==> src/rtl/rotary_pkg.sv <==
// Shared definitions for the rotary encoder peripheral: decoder state encoding,
// read-word bit positions, register address and a saturating adder.
package rotary_pkg;

   typedef enum logic [2:0] {
      ST_REST = 3'd0,
      ST_CW1  = 3'd1,
      ST_CW2  = 3'd2,
      ST_CW3  = 3'd3,
      ST_CCW1 = 3'd4,
      ST_CCW2 = 3'd5,
      ST_CCW3 = 3'd6,
      ST_WAIT = 3'd7
   } rot_state_e;

   localparam logic [11:0] ROT_ADDR     = 12'h818;
   localparam int          ROT_SW_BIT   = 31;
   localparam int          ROT_FLAG_BIT = 30;
   localparam int          ROT_CNT_MSB  = 15;
   localparam int          ROT_CNT_LSB  = 0;

   // Count never wraps: clamp to the 16-bit signed range.
   function automatic logic signed [15:0] sat_add(input logic signed [15:0] a,
                                                  input logic signed [4:0]  d);
      logic signed [16:0] s;
      s = 17'(a) + 17'(d);
      if (s > 17'sh0_7FFF)      sat_add = 16'sh7FFF;
      else if (s < -17'sh0_8000) sat_add = 16'sh8000;
      else                       sat_add = s[15:0];
   endfunction

endpackage

==> src/rtl/rotary_encoder_if_if.sv <==
// Pin/bus bundle for the rotary encoder peripheral: raw encoder pins, CPU clear
// strobe and the 32-bit read word.
interface rotary_encoder_if_if;
   logic        enc_a;
   logic        enc_b;
   logic        enc_sw;
   logic        clr;
   logic [31:0] rotary;

   modport master (output enc_a, enc_b, enc_sw, clr, input rotary);
   modport slave  (input enc_a, enc_b, enc_sw, clr, output rotary);
endinterface

==> src/rtl/rotary_debounce.sv <==
// Two-flop synchroniser followed by a stable-count filter; output follows the
// synchronised input only after DEBOUNCE_CYCLES consecutive differing cycles.
module rotary_debounce #(
   parameter int   DEBOUNCE_CYCLES = 50000,
   parameter logic INIT            = 1'b0
) (
   input  logic clk,
   input  logic rst_n,
   input  logic din,
   output logic dout
);

   localparam int CW = (DEBOUNCE_CYCLES < 2) ? 1 : $clog2(DEBOUNCE_CYCLES + 1);

   logic [1:0]    sync_q;
   logic [CW-1:0] cnt;
   logic          filt;

   always_ff @(posedge clk or negedge rst_n) begin
      if (!rst_n) begin
         sync_q <= {2{INIT}};
         cnt    <= '0;
         filt   <= INIT;
      end else begin
         sync_q <= {sync_q[0], din};
         // Any return to the filtered level restarts the stability window.
         if (sync_q[1] == filt) begin
            cnt <= '0;
         end else if (cnt == CW'(DEBOUNCE_CYCLES - 1)) begin
            cnt  <= '0;
            filt <= sync_q[1];
         end else begin
            cnt <= cnt + 1'b1;
         end
      end
   end

   assign dout = filt;

endmodule

==> src/rtl/rotary_encoder_if.sv <==
// Rotary encoder peripheral (read/clear at 0x818): debounced quadrature decode
// into a saturating signed count plus a sticky press flag.
// Optional ROTARY_ACCEL_EN: step 4 for detents closer than FAST_CYCLES apart.
module rotary_encoder_if import rotary_pkg::*; #(
   parameter int DEBOUNCE_CYCLES = 50000,
   parameter int FAST_CYCLES     = 2500000
) (
   input  logic                 clk,
   input  logic                 rst_n,
   rotary_encoder_if_if.slave   bus
);

   // Bit order: [2]=A, [1]=B, [0]=switch. Encoder channels idle high.
   localparam logic [2:0] DB_INIT = 3'b110;

   logic [2:0]         raw;
   logic [2:0]         filt;
   logic               a_f, b_f, sw_f;
   logic [1:0]         ab;
   rot_state_e         state, state_nxt;
   logic               step_cw, step_ccw;
   logic signed [4:0]  step;
   logic signed [15:0] count, count_nxt;
   logic               flag, flag_nxt;
   logic               sw_q;
   logic [31:0]        rot;

   assign raw = {bus.enc_a, bus.enc_b, bus.enc_sw};

   for (genvar i = 0; i < 3; i++) begin : g_db
      rotary_debounce #(
         .DEBOUNCE_CYCLES (DEBOUNCE_CYCLES),
         .INIT            (DB_INIT[i])
      ) u_db (
         .clk   (clk),
         .rst_n (rst_n),
         .din   (raw[i]),
         .dout  (filt[i])
      );
   end

   assign a_f  = filt[2];
   assign b_f  = filt[1];
   assign sw_f = filt[0];
   assign ab   = {a_f, b_f};

   always_ff @(posedge clk or negedge rst_n) begin
      if (!rst_n) state <= ST_REST;
      else        state <= state_nxt;
   end

   always_comb begin
      state_nxt = state;
      step_cw   = 1'b0;
      step_ccw  = 1'b0;
      unique case (state)
         ST_REST: case (ab)
            2'b01:   state_nxt = ST_CW1;
            2'b10:   state_nxt = ST_CCW1;
            2'b00:   state_nxt = ST_WAIT;
            default: state_nxt = ST_REST;
         endcase
         ST_CW1: case (ab)
            2'b00:   state_nxt = ST_CW2;
            2'b11:   state_nxt = ST_REST;
            2'b10:   state_nxt = ST_WAIT;
            default: state_nxt = ST_CW1;
         endcase
         ST_CW2: case (ab)
            2'b10:   state_nxt = ST_CW3;
            2'b01:   state_nxt = ST_CW1;
            2'b11:   state_nxt = ST_WAIT;
            default: state_nxt = ST_CW2;
         endcase
         ST_CW3: case (ab)
            2'b11: begin
               state_nxt = ST_REST;
               step_cw   = 1'b1;
            end
            2'b00:   state_nxt = ST_CW2;
            2'b01:   state_nxt = ST_WAIT;
            default: state_nxt = ST_CW3;
         endcase
         ST_CCW1: case (ab)
            2'b00:   state_nxt = ST_CCW2;
            2'b11:   state_nxt = ST_REST;
            2'b01:   state_nxt = ST_WAIT;
            default: state_nxt = ST_CCW1;
         endcase
         ST_CCW2: case (ab)
            2'b01:   state_nxt = ST_CCW3;
            2'b10:   state_nxt = ST_CCW1;
            2'b11:   state_nxt = ST_WAIT;
            default: state_nxt = ST_CCW2;
         endcase
         ST_CCW3: case (ab)
            2'b11: begin
               state_nxt = ST_REST;
               step_ccw  = 1'b1;
            end
            2'b00:   state_nxt = ST_CCW2;
            2'b10:   state_nxt = ST_WAIT;
            default: state_nxt = ST_CCW3;
         endcase
         ST_WAIT:    state_nxt = (ab == 2'b11) ? ST_REST : ST_WAIT;
         default:    state_nxt = ST_REST;
      endcase
   end

`ifdef ROTARY_ACCEL_EN
   localparam int IW = $clog2(FAST_CYCLES + 1);
   logic [IW-1:0] ivl;

   // Cycles since the last counted detent, parked at FAST_CYCLES when idle.
   always_ff @(posedge clk or negedge rst_n) begin
      if (!rst_n)                    ivl <= IW'(FAST_CYCLES);
      else if (bus.clr)              ivl <= IW'(FAST_CYCLES);
      else if (step_cw || step_ccw)  ivl <= '0;
      else if (ivl < IW'(FAST_CYCLES)) ivl <= ivl + 1'b1;
   end

   assign step = (ivl < IW'(FAST_CYCLES)) ? 5'sd4 : 5'sd1;
`else
   assign step = 5'sd1;
`endif

   always_comb begin
      count_nxt = count;
      flag_nxt  = flag | (sw_f & ~sw_q);
      // Clear wins over a same-cycle step or press edge.
      if (bus.clr) begin
         count_nxt = '0;
         flag_nxt  = 1'b0;
      end else if (step_cw) begin
         count_nxt = sat_add(count, step);
      end else if (step_ccw) begin
         count_nxt = sat_add(count, -step);
      end
   end

   always_ff @(posedge clk or negedge rst_n) begin
      if (!rst_n) begin
         count <= '0;
         flag  <= 1'b0;
         sw_q  <= 1'b0;
      end else begin
         count <= count_nxt;
         flag  <= flag_nxt;
         sw_q  <= sw_f;
      end
   end

   always_comb begin
      rot                           = '0;
      rot[ROT_SW_BIT]               = sw_f;
      rot[ROT_FLAG_BIT]             = flag;
      rot[ROT_CNT_MSB:ROT_CNT_LSB]  = count;
   end

   assign bus.rotary = rot;

endmodule
==> src/flat_wrapper.sv <==
// flat-port wrapper written by rule: the top's interface ports become plain ports
module rotary_encoder_if_flat import rotary_pkg::*;
#(
   parameter int DEBOUNCE_CYCLES = 50000,
   parameter int FAST_CYCLES     = 2500000
)
  (clk, rst_n, bus_enc_a, bus_enc_b, bus_enc_sw, bus_clr, bus_rotary);
  rotary_encoder_if_if bus_i ();
  input  logic clk;
  input  logic rst_n;
  input wire logic [$bits(bus_i.enc_a)-1:0] bus_enc_a;
  input wire logic [$bits(bus_i.enc_b)-1:0] bus_enc_b;
  input wire logic [$bits(bus_i.enc_sw)-1:0] bus_enc_sw;
  input wire logic [$bits(bus_i.clr)-1:0] bus_clr;
  output wire logic [$bits(bus_i.rotary)-1:0] bus_rotary;
  assign bus_i.enc_a = bus_enc_a;
  assign bus_i.enc_b = bus_enc_b;
  assign bus_i.enc_sw = bus_enc_sw;
  assign bus_i.clr = bus_clr;
  assign bus_rotary = bus_i.rotary;
  rotary_encoder_if #(.DEBOUNCE_CYCLES(DEBOUNCE_CYCLES), .FAST_CYCLES(FAST_CYCLES)) u_core (.clk(clk), .rst_n(rst_n), .bus(bus_i));
endmodule
==> config.mk <==
export PLATFORM = sky130hd
export DESIGN_NAME = rotary_encoder_if_flat
export DESIGN_NICKNAME = d
export VERILOG_FILES = /design/src/rtl/rotary_pkg.sv /design/src/rtl/rotary_encoder_if_if.sv /design/src/rtl/rotary_debounce.sv /design/src/rtl/rotary_encoder_if.sv /design/src/flat_wrapper.sv
export SDC_FILE = /design/constraint.sdc
export NUM_CORES = 1
export LEC_CHECK = 0
export ABC_CLOCK_PERIOD_IN_PS = 5800
export BUFFER_PORTS_ARGS = -buffer_cell sky130_fd_sc_hd__buf_2
export CAP_MARGIN = 10
export CELL_PAD_IN_SITES_DETAIL_PLACEMENT = 0
export CELL_PAD_IN_SITES_GLOBAL_PLACEMENT = 2
export CORE_MARGIN = 2
export CORE_UTILIZATION = 40
export CTS_CLUSTER_SIZE = 20
export DETAILED_ROUTE_END_ITERATION = 8
export GPL_TIMING_DRIVEN = 0
export PLACE_DENSITY = 0.95
export SYNTH_ARGS = -nofsm -noshare
export SYNTH_HDL_FRONTEND = slang
export SYNTH_SLANG_ARGS = --single-unit
==> constraint.sdc <==
create_clock -name clk -period 5.8 [get_ports clk]
set_input_delay 1.16 -clock clk [delete_from_list [all_inputs] [get_ports clk]]
set_output_delay 1.16 -clock clk [all_outputs]
set_load 0.03 [all_outputs]
## Word-level counts from Yosys, hierarchy flattened

Cells that the tools add are included.

- Register bits: 78
- Latch bits: 0
- Bits in writable memories: 0
- ROM bits: 0
- Input bits: 6
- Output and inout bits: 32
- Word-level logic and storage cells: 76
- Memories kept: 0

- Add/sub/neg operators: 5
- Multipliers: 0
- Div/mod/pow operators: 0
- $lt $le $gt $ge: 4
- Eq/ne operators: 16
- Shift-type cells: 0
- Multiplexer cells: 26
- Bitwise operators: 6
- Reductions and logical operators: 6

Operators by type and width:

| cell | count |
|---|---|
| $mux 16 | 13 |
| $pmux 3 s3 | 6 |
| $add 16x1->16 const B | 3 |
| $eq 16x16->1 const B | 3 |
| $gt 17x16->1 const B | 2 |
| $lt 17x16->1 const B | 2 |
| $pmux 3 s8 | 1 |
| $add 16x1->17 const B | 1 |
| $add 16x2->17 const B | 1 |
| $eq 3x3->1 const B | 4 |
| $eq 3x2->1 const B | 2 |
| $pmux 2 s3 | 1 |
| $reduce_and 2->1 | 3 |
| $eq 2x2->1 const B | 2 |
| $mux 1 | 4 |
| $not 1->1 | 4 |
| $eq 1x1->1 | 3 |
| $eq 3x1->1 const B | 1 |
| $logic_not 3->1 | 1 |
| $mux 3 | 1 |
| $reduce_bool 3->1 | 1 |
| $eq 2x1->1 const B | 1 |
| $logic_not 2->1 | 1 |
| $and 1x1->1 | 1 |
| $or 1x1->1 | 1 |

## Longest topological paths before layout

Gate-level depths: netlist of run 1.

- Depth after elaboration: 7
- Mapped depth: 12
- Mapped depth without buffers: 10

## Cells and area by module

From an unflattened synthesis of run 1, not the netlist that was laid out.

- Cells, all modules: 583
- Area total of the unflattened synthesis: 5132.4 um^2

Modules (own cells, without submodules):

| module | instances | cells an instance | area an instance (um^2) |
|---|---|---|---|
| rotary_encoder_if | 1 | 331 | 2437.3 |
| rotary_debounce (u_core.g_db[1].u_db ...) | 2 | 84 | 899.6 |
| rotary_debounce (u_core.g_db[0].u_db) | 1 | 84 | 895.9 |

## Least setup slack after synthesis of run 1

No wires, ideal clock.

- Kind: register to register
- Start point: register u_core.count[0]
- End point: register u_core.count[1]
- Library setup time: 0.111 ns
- Data arrival time: 3.034 ns
- Data required time: 5.689 ns
- Path slack: 2.655 ns
- Cell stages (with the launch flop): 12
- Buffers on the path: 1
- Cells stage by stage: dfrtp_1 -> clkbuf_1 -> inv_1 -> ha_1 -> or4b_2 -> nor4_1 -> o21ai_0 -> a32oi_1 -> nand4_1 -> a211o_1 -> o211a_1 -> a2111oi_2

- Word-level cells in the longest chain between the ends: 7
- Elaborated cells between the ends (all ways): 13

Ends and longest elaborated chain:

| what | line | RTL |
|---|---|---|
| start, declared | rotary_encoder_if.sv:23 | `logic signed [15:0] count, count_nxt;` |
| start signal, assigned | rotary_encoder_if.sv:147 | `count <= count_nxt;` |
| $add 16x1->17 | rotary_pkg.sv:26 | `s = 17'(a) + 17'(d);` |
| $lt 17x16->1 | rotary_pkg.sv:28 | `else if (s < -17'sh0_8000) sat_add = 16'sh8000;` |
| $mux 16 | rotary_pkg.sv:28 |  |
| $mux 16 | rotary_pkg.sv:27 | `if (s > 17'sh0_7FFF) sat_add = 16'sh7FFF;` |
| $mux 16 | rotary_encoder_if.sv:136 | `end else if (step_ccw) begin` |
| $mux 16 (*) | rotary_encoder_if.sv:134 | `end else if (step_cw) begin` |
| $mux 16 (*) | rotary_encoder_if.sv:131 | `if (bus.clr) begin` |

Mark *: on every way between the ends. The rest lies on a longest branch, timed or not. The select of a mux whose other input is x is not followed.
A chain may end at the register's enable or synchronous reset.

## Worst setup path in the final report of run 1

- Start point: register u_core.count[0]
- End point: register u_core.count[5]

Same word-level chain as after synthesis.

==> flow_summary.yaml, run 1 <==
placed_design:
  hpwlAfterDp_um: 8970
  place_inst: 799
  placed_area_mm2: 0.00545
  numPortBuffers: 23
  gp_congestion: 0.865
detailed_routing:
  routedWlPerCell_um: 15.4
  viasPerCell: 5.52
  ant_nets: 0
  drc: 0
  dr.pass1.iters: 5
  drt-met1-wl_um: 5770
  drt_iter0_drc: 443
  vias: 4498
  met3_length_um: 726
  routed_wl_um: 12500
  routed-wl-met2_um: 5680
  highest_layer: "met4"
critical_path:
  cpLargestDelayFamily: "compound AO/OA/AOI/OAI gates"
  worstPathMaxFanout: 10
  critPathMaxStageDelay_ns: 0.69
  cp_slowest_cell: "or4b_2"
  required_ns: 6.03
  ff2ff_path_depth: 12
  cp.arrival_ns: 4.02
  worstSetupEndpointType: "flip-flop"
  rr_endpoint: "u_core.count[5]$_DFFE_PN0P_"
  cp_common_cell: "clkbuf_1"
  critPathBufInv: 3
  reg2reg_slack_ns: 2.00
  path_class: "reg -> reg"
  path_cells: "clkbuf_1 -> inv_1 -> ha_1 -> or4b_2 -> nor3_1 -> o31ai_1 -> a21boi_1 -> clkbuf_1 -> o21ai_0 -> nand2_1 -> o22ai_1 -> o2bb2ai_1"
  critPathLaunchType: "flip-flop"
  regToRegStartpoint: "u_core.count[0]$_DFFE_PN0P_"
timing:
  layout_min_cycle_time_ns: 3.80
  period_share_pct: 65.4
  fin_setup_tns_ns: 0
  fmax_mhz: 263
  relSlewSlack_pct: 45.3
  finClkSkew_ns: 0.00826
  hold_violations: 0
  rsz0062_at_grt: "false"
  slew_viol_final: 0
  tightest_slew_ns: 0.819
  hold_slack_ns: 0.354
  setup_viol: 0
cts:
  cts-root-buf: "clkbuf_16"
  clkTransAtPathRegs_ns: 0.06
  postCtsHoldBufs: 0
  postCtsSetupRepairBufs: 0
  cts.sinks: 78
  clock_path_buffers: 2
  htree_levels: 3
  numCtsBuffers: 9
  cts_resized: 0
  cts_tree: "done"
  clk_latency_ns: 0.34
floorplanning:
  ios: 38
  row_count: 41
  start_util_pct: 40.5
  die_w_um: 116
  dieArea_mm2: 0.0135
  die_y_um: 116
  core_area_mm2: 0.0125
final_layout:
  fin_cells: 815
  final_cell_mix: "nor2_1, dfrtp_1, nand2_1, nand3_1, xor2_1"
  nNetsFinal: 657
  stdcell_area_mm2: 0.00573
  antennaDiodeCount: 0
  syn2layout_area_growth_pct: 13.6
  final_common_cell: "nor2_1"
  layout-drive-gt1-share_pct: 12.1
synth:
  yosys_warnings: 0
  syn_avg_cell_area_um2: 8.55
  yosys_register_bits: 78
  syn_inst: 590
  synth_area_mm2: 0.00505
  synthArstFlopShare_pct: 100
  synth_edf_count: 0
  synth_ff_type: "dfrtp_1"
  seq_area_frac_synth_pct: 38.8
  yosysUniqueCellTypes: 62
run:
  maxCapViolations: 0
global_route:
  overflow: 0
  grt_pass1_wl_um: 20900
  antenna_found_initial: 0
  first_global_vias: 4237
  grt_max_degree: 42
  grtUsageTotal_pct: 19.6
run_status:
  run_status: "completed"
power_and_ir_drop:
  p_per_area_mw_per_mm2: 201
  power.leakage_nw: 2.54
  vdd_drop_max_mv: 0.100
min_path:
  holdPathStages: 0
  hold_end: "u_core.g_db[1].u_db.sync_q[1]$_DFF_PN1_"
  min_path_type: "reg -> reg"
  hp-start: "u_core.g_db[1].u_db.sync_q[0]$_DFF_PN1_"
through the flow:
stage          setup WS (ns)  power, mW  util, %
2_1_floorplan           2.65      0.598        -
3_3_place_gp            2.07      0.616     43.5
3_5_place_dp            2.08      0.619     43.7
4_1_cts                 2.08       1.17     46.0
5_1_grt                 1.74       1.20     46.0
6_report                2.00       1.15     46.0
power breakdown:
part / switching [mW] / total (mW) / internal, mW
Combinational: 0.0358 / 0.0516 / 0.0158
Clock: 0.215 / 0.546 / 0.330
Sequential: 0.00419 / 0.557 / 0.553
logic make-up (layout without fill, tap and decap cells):
family | count (synthesis) | count (layout) | share of synthesized area (%)
buf+inv | 61 | 101 | 5.93
mux | 8 | 8 | 1.69
simple gates | 274 | 274 | 27.3
compound gates | 98 | 98 | 13.1
flops | 78 | 78 | 38.8
xor+xnor | 57 | 57 | 9.89
other cells | 1 | 14 | 0.0743
fa+ha+maj | 13 | 13 | 3.22
cell usage after synthesis (all sizes together), types with 6 or more instances:
cell | number | share of area [%]
inv | 12 | 0.89
dfstp | 6 | 3.1
nand2 | 42 | 3.1
and3 | 19 | 2.4
xnor2 | 26 | 4.5
nor4b | 7 | 1.5
buf | 23 | 3.1
clkbuf | 26 | 1.9
a21oi | 18 | 1.8
ha | 13 | 3.2
nor3 | 19 | 1.9
xor2 | 31 | 5.4
nand4 | 15 | 1.9
dfrtp | 72 | 36
nand3 | 32 | 3.2
nand2b | 9 | 1.1
o31ai | 6 | 0.89
nor2 | 92 | 6.8
nor4 | 10 | 1.2
o21ai | 26 | 2.6
cell type report:
| class | count | area (um2) |
|---|---|---|
| clock inverters | 5 | 50.0 |
| clock buffers | 11 | 233 |
| fillers | 1239 | 6740 |
| flip-flops and latches | 78 | 1960 |
| inverters | 12 | 45.0 |
| well taps | 172 | 215 |
| multi-input cells | 464 | 2840 |
| repair buffers | 24 | 138 |
| plain buffers | 49 | 254 |
worst max-delay path by stage:
stage | to | cells after the start | from | slack, ns
3_5_place_dp | u_core.count[5]$_DFFE_PN0P_ | 12 | u_core.count[0]$_DFFE_PN0P_ | 2.08
2_1_floorplan | u_core.count[1]$_DFFE_PN0P_ | 11 | u_core.count[0]$_DFFE_PN0P_ | 2.65
3_3_place_gp | u_core.count[10]$_DFFE_PN0P_ | 10 | u_core.count[1]$_DFFE_PN0P_ | 2.07
5_1_grt | u_core.count[5]$_DFFE_PN0P_ | 12 | u_core.count[0]$_DFFE_PN0P_ | 1.74
4_1_cts | u_core.count[5]$_DFFE_PN0P_ | 12 | u_core.count[0]$_DFFE_PN0P_ | 2.08
6_report | u_core.count[5]$_DFFE_PN0P_ | 12 | u_core.count[0]$_DFFE_PN0P_ | 2.00
flip-flops by register name (all words and copies together) (netlist names):
signal	cells
u_core.g_db.u_db.dout	3
u_core.g_db.u_db.cnt	48
u_core.sw_q	1
u_core.state	3
u_core.count	16
u_core.flag	1
u_core.g_db.u_db.sync_q	6
worst register-to-register path: cells and delay by family (launching register included):
kind,cells,cell delay (ns)
DFF,1,0.40
AOI/OAI and AO/OA,5,1.13
adders and majority gates,1,0.29
buffers and inverters,3,0.82
and+or+nand+nor,3,1.05
layer usage:
metal  track usage [%]  vias to the layer above
met2              30.7                      167
met1              26.8                     2146
met5                 0                        -
met3              2.70                       35
met4              9.76                        0
li1                  -                     2150
No activity file was read; power rests on OpenSTA's default activity.
==> run 2: changes to the inputs <==
Settings changed: ABC_CLOCK_PERIOD_IN_PS 5800 to 3700, CORE_UTILIZATION 40 to 37, PLACE_DENSITY 0.95 to 0.9.
Clock period 5.8 ns to 3.7 ns, I/O delays scaled along.
==> flow_summary.yaml, run 2 (synthesized netlist as in run 1, its figures left out) <==
detailed_routing:
  routed_wl_um: 13000
  viasPerCell: 5.51
  ant_nets: 0
  drc: 0
  dr.pass1.iters: 5
  vias: 4520
  drt_iter0_drc: 400
  routedWlPerCell_um: 15.8
run:
  maxCapViolations: 0
placed_design:
  placed_area_mm2: 0.00545
  gp_congestion: 0.879
  hpwlAfterDp_um: 9250
  numPortBuffers: 23
  place_inst: 803
global_route:
  grt_pass1_wl_um: 21300
  first_global_vias: 4338
  grtUsageTotal_pct: 18.3
  grt_max_degree: 44
  antenna_found_initial: 0
  overflow: 0
floorplanning:
  row_count: 42
  core_area_mm2: 0.0133
  die_w_um: 121
  die_y_um: 121
  dieArea_mm2: 0.0146
  ios: 38
  start_util_pct: 38.0
timing:
  slew_viol_final: 0
  hold_violations: 0
  rsz0062_at_grt: "false"
  period_share_pct: 94.1
  fmax_mhz: 287
  finClkSkew_ns: 0.00760
  fin_setup_tns_ns: 0
  tightest_slew_ns: 0.734
  setup_viol: 0
  layout_min_cycle_time_ns: 3.48
  relSlewSlack_pct: 50.7
cts:
  clk_latency_ns: 0.34
  clock_path_buffers: 2
  postCtsSetupRepairBufs: 0
  clkTransAtPathRegs_ns: 0.06
  cts.sinks: 78
  cts-root-buf: "clkbuf_16"
  cts_tree: "done"
  htree_levels: 3
  numCtsBuffers: 9
final_layout:
  nNetsFinal: 658
  layout-drive-gt1-share_pct: 13.8
  antennaDiodeCount: 0
  fillerInstances: 1360
  top_register: "u_core.g_db.u_db.cnt"
  syn2layout_area_growth_pct: 16.1
  reg_top3: "u_core.g_db.u_db.cnt x48, u_core.count x16, u_core.g_db.u_db.sync_q x6"
  stdcell_area_mm2: 0.00586
  final_cell_mix: "nor2_1, dfrtp_1, nand2_1, nand3_1, xor2_1"
  fin_cells: 820
  largest_register_ff_count: 48
  final_common_cell: "nor2_1"
power_and_ir_drop:
  vdd_drop_max_mv: 0.161
  p_per_area_mw_per_mm2: 342
  p_total_mw: 2.00
  power.leakage_nw: 2.59
critical_path:
  critPathLaunchType: "flip-flop"
  path_class: "reg -> reg"
  cp.arrival_ns: 3.71
  worstPathMaxFanout: 10
  worstSetupEndpointType: "flip-flop"
  required_ns: 3.93
min_path:
  min_path_type: "reg -> reg"
run_status:
  run_status: "completed"
run 2: critical path: stages, from the launching register on:
cell and delay [ns]:
dfrtp_1 0.41, clkbuf_2 0.21, inv_1 0.12, ha_2 0.26
or4b_2 0.68, nor4_1 0.29, o21ai_0 0.14, a32oi_1 0.27
nand4_1 0.12, a211o_2 0.44, o211a_1 0.18, a2111oi_2 0.26
run 2: what timing repair did:
| item | in CTS | in global routing |
|---|---|---|
| hold buffers | 0 | 0 |
| gates cloned | 0 | 1 |
| resized for setup | 2 | 11 |
| setup endpoints to repair | 3 | 15 |
| pin swaps | 0 | 0 |
run 2: worst paths after layout:
kind / startpoint / end / slack, ns / cells after the start
worst min-delay path: u_core.g_db[2].u_db.sync_q[0]$_DFF_PN1_ / u_core.g_db[2].u_db.sync_q[1]$_DFF_PN1_ / 0.36 / 0
min in group asynchronous: rst_n / u_core.g_db[1].u_db.cnt[0]$_DFF_PN0_ / 0.37 / 1
max in group asynchronous: rst_n / u_core.g_db[2].u_db.dout$_DFFE_PN1P_ / 2.68 / 2
worst min register to register: u_core.g_db[2].u_db.sync_q[0]$_DFF_PN1_ / u_core.g_db[2].u_db.sync_q[1]$_DFF_PN1_ / 0.36 / 0
worst max register to register: u_core.count[0]$_DFFE_PN0P_ / u_core.count[1]$_DFFE_PN0P_ / 0.22 / 11
worst max-delay path: u_core.count[0]$_DFFE_PN0P_ / u_core.count[1]$_DFFE_PN0P_ / 0.22 / 11
run 2: routing by layer:
layer / vias up / part of all wire, % / global-route usage, %
met4: 0 / 2.8 / 9.67
met1: 2200 / 45 / 23.9
met3: 26 / 4.3 / 2.36
li1: 2161 / - / -
met5: - / 0 / 0
met2: 133 / 48 / 29.7
run 2: report_power, final:
| group | internal [mW] | total [mW] | switching, mW | leakage (nW) |
|---|---|---|---|---|
| clock network | 0.696 | 1.05 | 0.351 | 0.168 |
| logic | 0.0247 | 0.0813 | 0.0566 | 1.39 |
| registers | 0.866 | 0.873 | 0.00675 | 1.04 |
| total | 1.59 | 2.00 | 0.415 | 2.59 |
run 2: per-stage QoR:
| step | utilization (%) | hold slack (ns) | setup slack [ns] |
|---|---|---|---|
| 2_1_floorplan | - | 0.331 | 0.555 |
| 3_3_place_gp | 40.8 | 0.339 | -0.0387 |
| 3_5_place_dp | 41.0 | 0.347 | -0.0506 |
| 4_1_cts | 43.8 | 0.356 | 0.0213 |
| 5_1_grt | 44.1 | 0.362 | 0.0417 |
| 6_report | 44.1 | 0.356 | 0.219 |
run 2: final cells by class:
class,count,area (um2),share of cell area [%]
inverter,12,45.0,0.769
tap,176,220,3.76
buffer,49,258,4.40
clock buffer,11,253,4.32
clock inverter,5,105,1.79
sequential,78,1960,33.5
multi-input combinational,465,2880,49.2
timing repair buffer,24,138,2.35
==> run 3: changes to the inputs <==
Settings changed: BUFFER_PORTS_ARGS -buffer_cell sky130_fd_sc_hd__buf_2 to unset, CORE_UTILIZATION 37 to 39, DONT_BUFFER_PORTS set to 1, GPL_ROUTABILITY_DRIVEN set to 0, PLACE_DENSITY 0.9 to 0.89, TNS_END_PERCENT set to 10.
==> flow_summary.yaml, run 3 (synthesized netlist as in run 1, its figures left out) <==
timing:
  relSlewSlack_pct: 58.2
  layout_min_cycle_time_ns: 3.57
  rsz0062_at_grt: "true"
  slew_viol_final: 0
  fmax_mhz: 280
  period_share_pct: 96.4
  setup_viol: 0
  tightest_slew_ns: 0.623
  hold_violations: 0
  finClkSkew_ns: 0.00575
  layout_setup_ws_ns: 0.134
critical_path:
  required_ns: 3.93
  cpLargestDelayFamily: "compound AO/OA/AOI/OAI gates"
  worstPathMaxFanout: 10
  cp.arrival_ns: 3.79
  critPathLaunchType: "flip-flop"
  cp_slowest_cell: "or4b_2"
  path_cells: "buf_2 -> inv_1 -> ha_2 -> or4b_2 -> nor4_1 -> o21ai_0 -> a32oi_1 -> nand4_1 -> a211o_2 -> o211a_1 -> a2111oi_2"
  critPathMaxStageDelay_ns: 0.69
  path_class: "reg -> reg"
  critPathBufInv: 2
  worstSetupEndpointType: "flip-flop"
floorplanning:
  core_area_mm2: 0.0126
  die_y_um: 118
  die_w_um: 118
  dieArea_mm2: 0.0139
  row_count: 41
  ios: 38
  start_util_pct: 40.0
detailed_routing:
  routed_wl_um: 12700
  viasPerCell: 5.49
  dr.pass1.iters: 5
  vias: 4346
  routedWlPerCell_um: 16.0
  drc: 0
  ant_nets: 0
  drt_iter0_drc: 350
final_layout:
  largest_register_ff_count: 48
  nNetsFinal: 633
  syn2layout_area_growth_pct: 11.5
  reg_top3: "u_core.g_db.u_db.cnt x48, u_core.count x16, u_core.g_db.u_db.sync_q x6"
  final_cell_mix: "nor2_1, dfrtp_1, nand2_1, nand3_1, xor2_1"
  final_common_cell: "nor2_1"
  top_register: "u_core.g_db.u_db.cnt"
  fin_cells: 791
  layout-drive-gt1-share_pct: 11.0
  fin_util_pct: 44.6
  antennaDiodeCount: 0
cts:
  cts_tree: "done"
  cts_resized: 5
  numCtsBuffers: 9
  clock_path_buffers: 2
  htree_levels: 3
  cts.sinks: 78
  postCtsSetupRepairBufs: 0
  clkTransAtPathRegs_ns: 0.06
  clk_latency_ns: 0.34
  cts-root-buf: "clkbuf_16"
  postCtsHoldBufs: 0
power_and_ir_drop:
  p_per_area_mw_per_mm2: 316
  power.leakage_nw: 2.43
  vdd_drop_max_mv: 0.187
placed_design:
  place_worst_setup_slack_ns: -0.294
  numPortBuffers: 0
  hpwlAfterDp_um: 8900
  place_inst: 775
global_route:
  grt_pass1_wl_um: 21700
  antenna_found_initial: 0
  first_global_vias: 4205
  overflow: 0
  grtUsageTotal_pct: 18.9
  grt_max_degree: 79
run:
  maxCapViolations: 0
min_path:
  min_path_type: "in -> async"
run_status:
  run_status: "completed"
-- run 3: changes by cell type in the layout (fill, tap and decap cells not counted), sizes merged --
cell	delta
bufinv	-3
buf	-25
inv	+3
clkbuf	-1
nor4b	-1
clkinvlp	-1
clkinv	+3
-- run 3: stage by stage --
stage | TNS [ns] | hold slack (ns) | cell area [um2] | total power [mW]
floorplan | 0 | 0.331 | 5090 | 0.938
global placement | -2.27 | 0.346 | 5310 | 0.945
detailed placement | -2.17 | 0.347 | 5310 | 0.946
CTS | 0 | 0.0805 | 5610 | 1.79
global route | -0.0694 | 0.0748 | 5630 | 1.85
finish | 0 | 0.0927 | 5630 | 1.78
-- run 3: worst reg2reg max path, delay by kind of cell, from the launching register on --
kind | cells | cell delay (ns)
AO/OA/AOI/OAI | 5 | 1.30
buffers and inverters | 2 | 0.33
adder cells (fa/ha/maj) | 1 | 0.24
AND/OR/NAND/NOR | 3 | 1.09
flip-flops | 1 | 0.49
-- run 3: worst paths after layout --
check | cells after the start | slack, ns | from | end
worst max-delay path | 11 | 0.13 | u_core.count[0]$_DFFE_PN0P_ | u_core.count[1]$_DFFE_PN0P_
worst min-delay path | 0 | 0.09 | rst_n | u_core.g_db[1].u_db.cnt[9]$_DFF_PN0_
worst max register to register | 11 | 0.13 | u_core.count[0]$_DFFE_PN0P_ | u_core.count[1]$_DFFE_PN0P_
worst min register to register | 0 | 0.35 | u_core.g_db[2].u_db.sync_q[0]$_DFF_PN1_ | u_core.g_db[2].u_db.sync_q[1]$_DFF_PN1_
max in group asynchronous | 0 | 3.39 | rst_n | u_core.g_db[2].u_db.dout$_DFFE_PN1P_
min in group clk | 0 | 0.35 | u_core.g_db[2].u_db.sync_q[0]$_DFF_PN1_ | u_core.g_db[2].u_db.sync_q[1]$_DFF_PN1_
-- run 3: layer usage --
layer / vias up / global-route usage (%) / wire, um
met2: 134 / 29.8 / 5830
met5: - / 0 / 0
met3: 17 / 3.39 / 657
met1: 2085 / 26.0 / 5980
li1: 2110 / - / -
met4: 0 / 6.93 / 219
-- run 3: final cells by class --
type / count / area, um2
buffer: 49 / 260
clock buffer: 9 / 225
clock inverter: 7 / 56.3
fill: 1300 / 6990
inverter: 12 / 45.0
multi-input combinational: 464 / 2860
sequential: 78 / 1960
tap: 172 / 215
-- run 3: power by group --
group | total, mW | switching, mW | internal [mW]
clock | 0.848 | 0.385 | 0.463
sequential | 0.872 | 0.00642 | 0.866
combinational | 0.0582 | 0.0377 | 0.0205
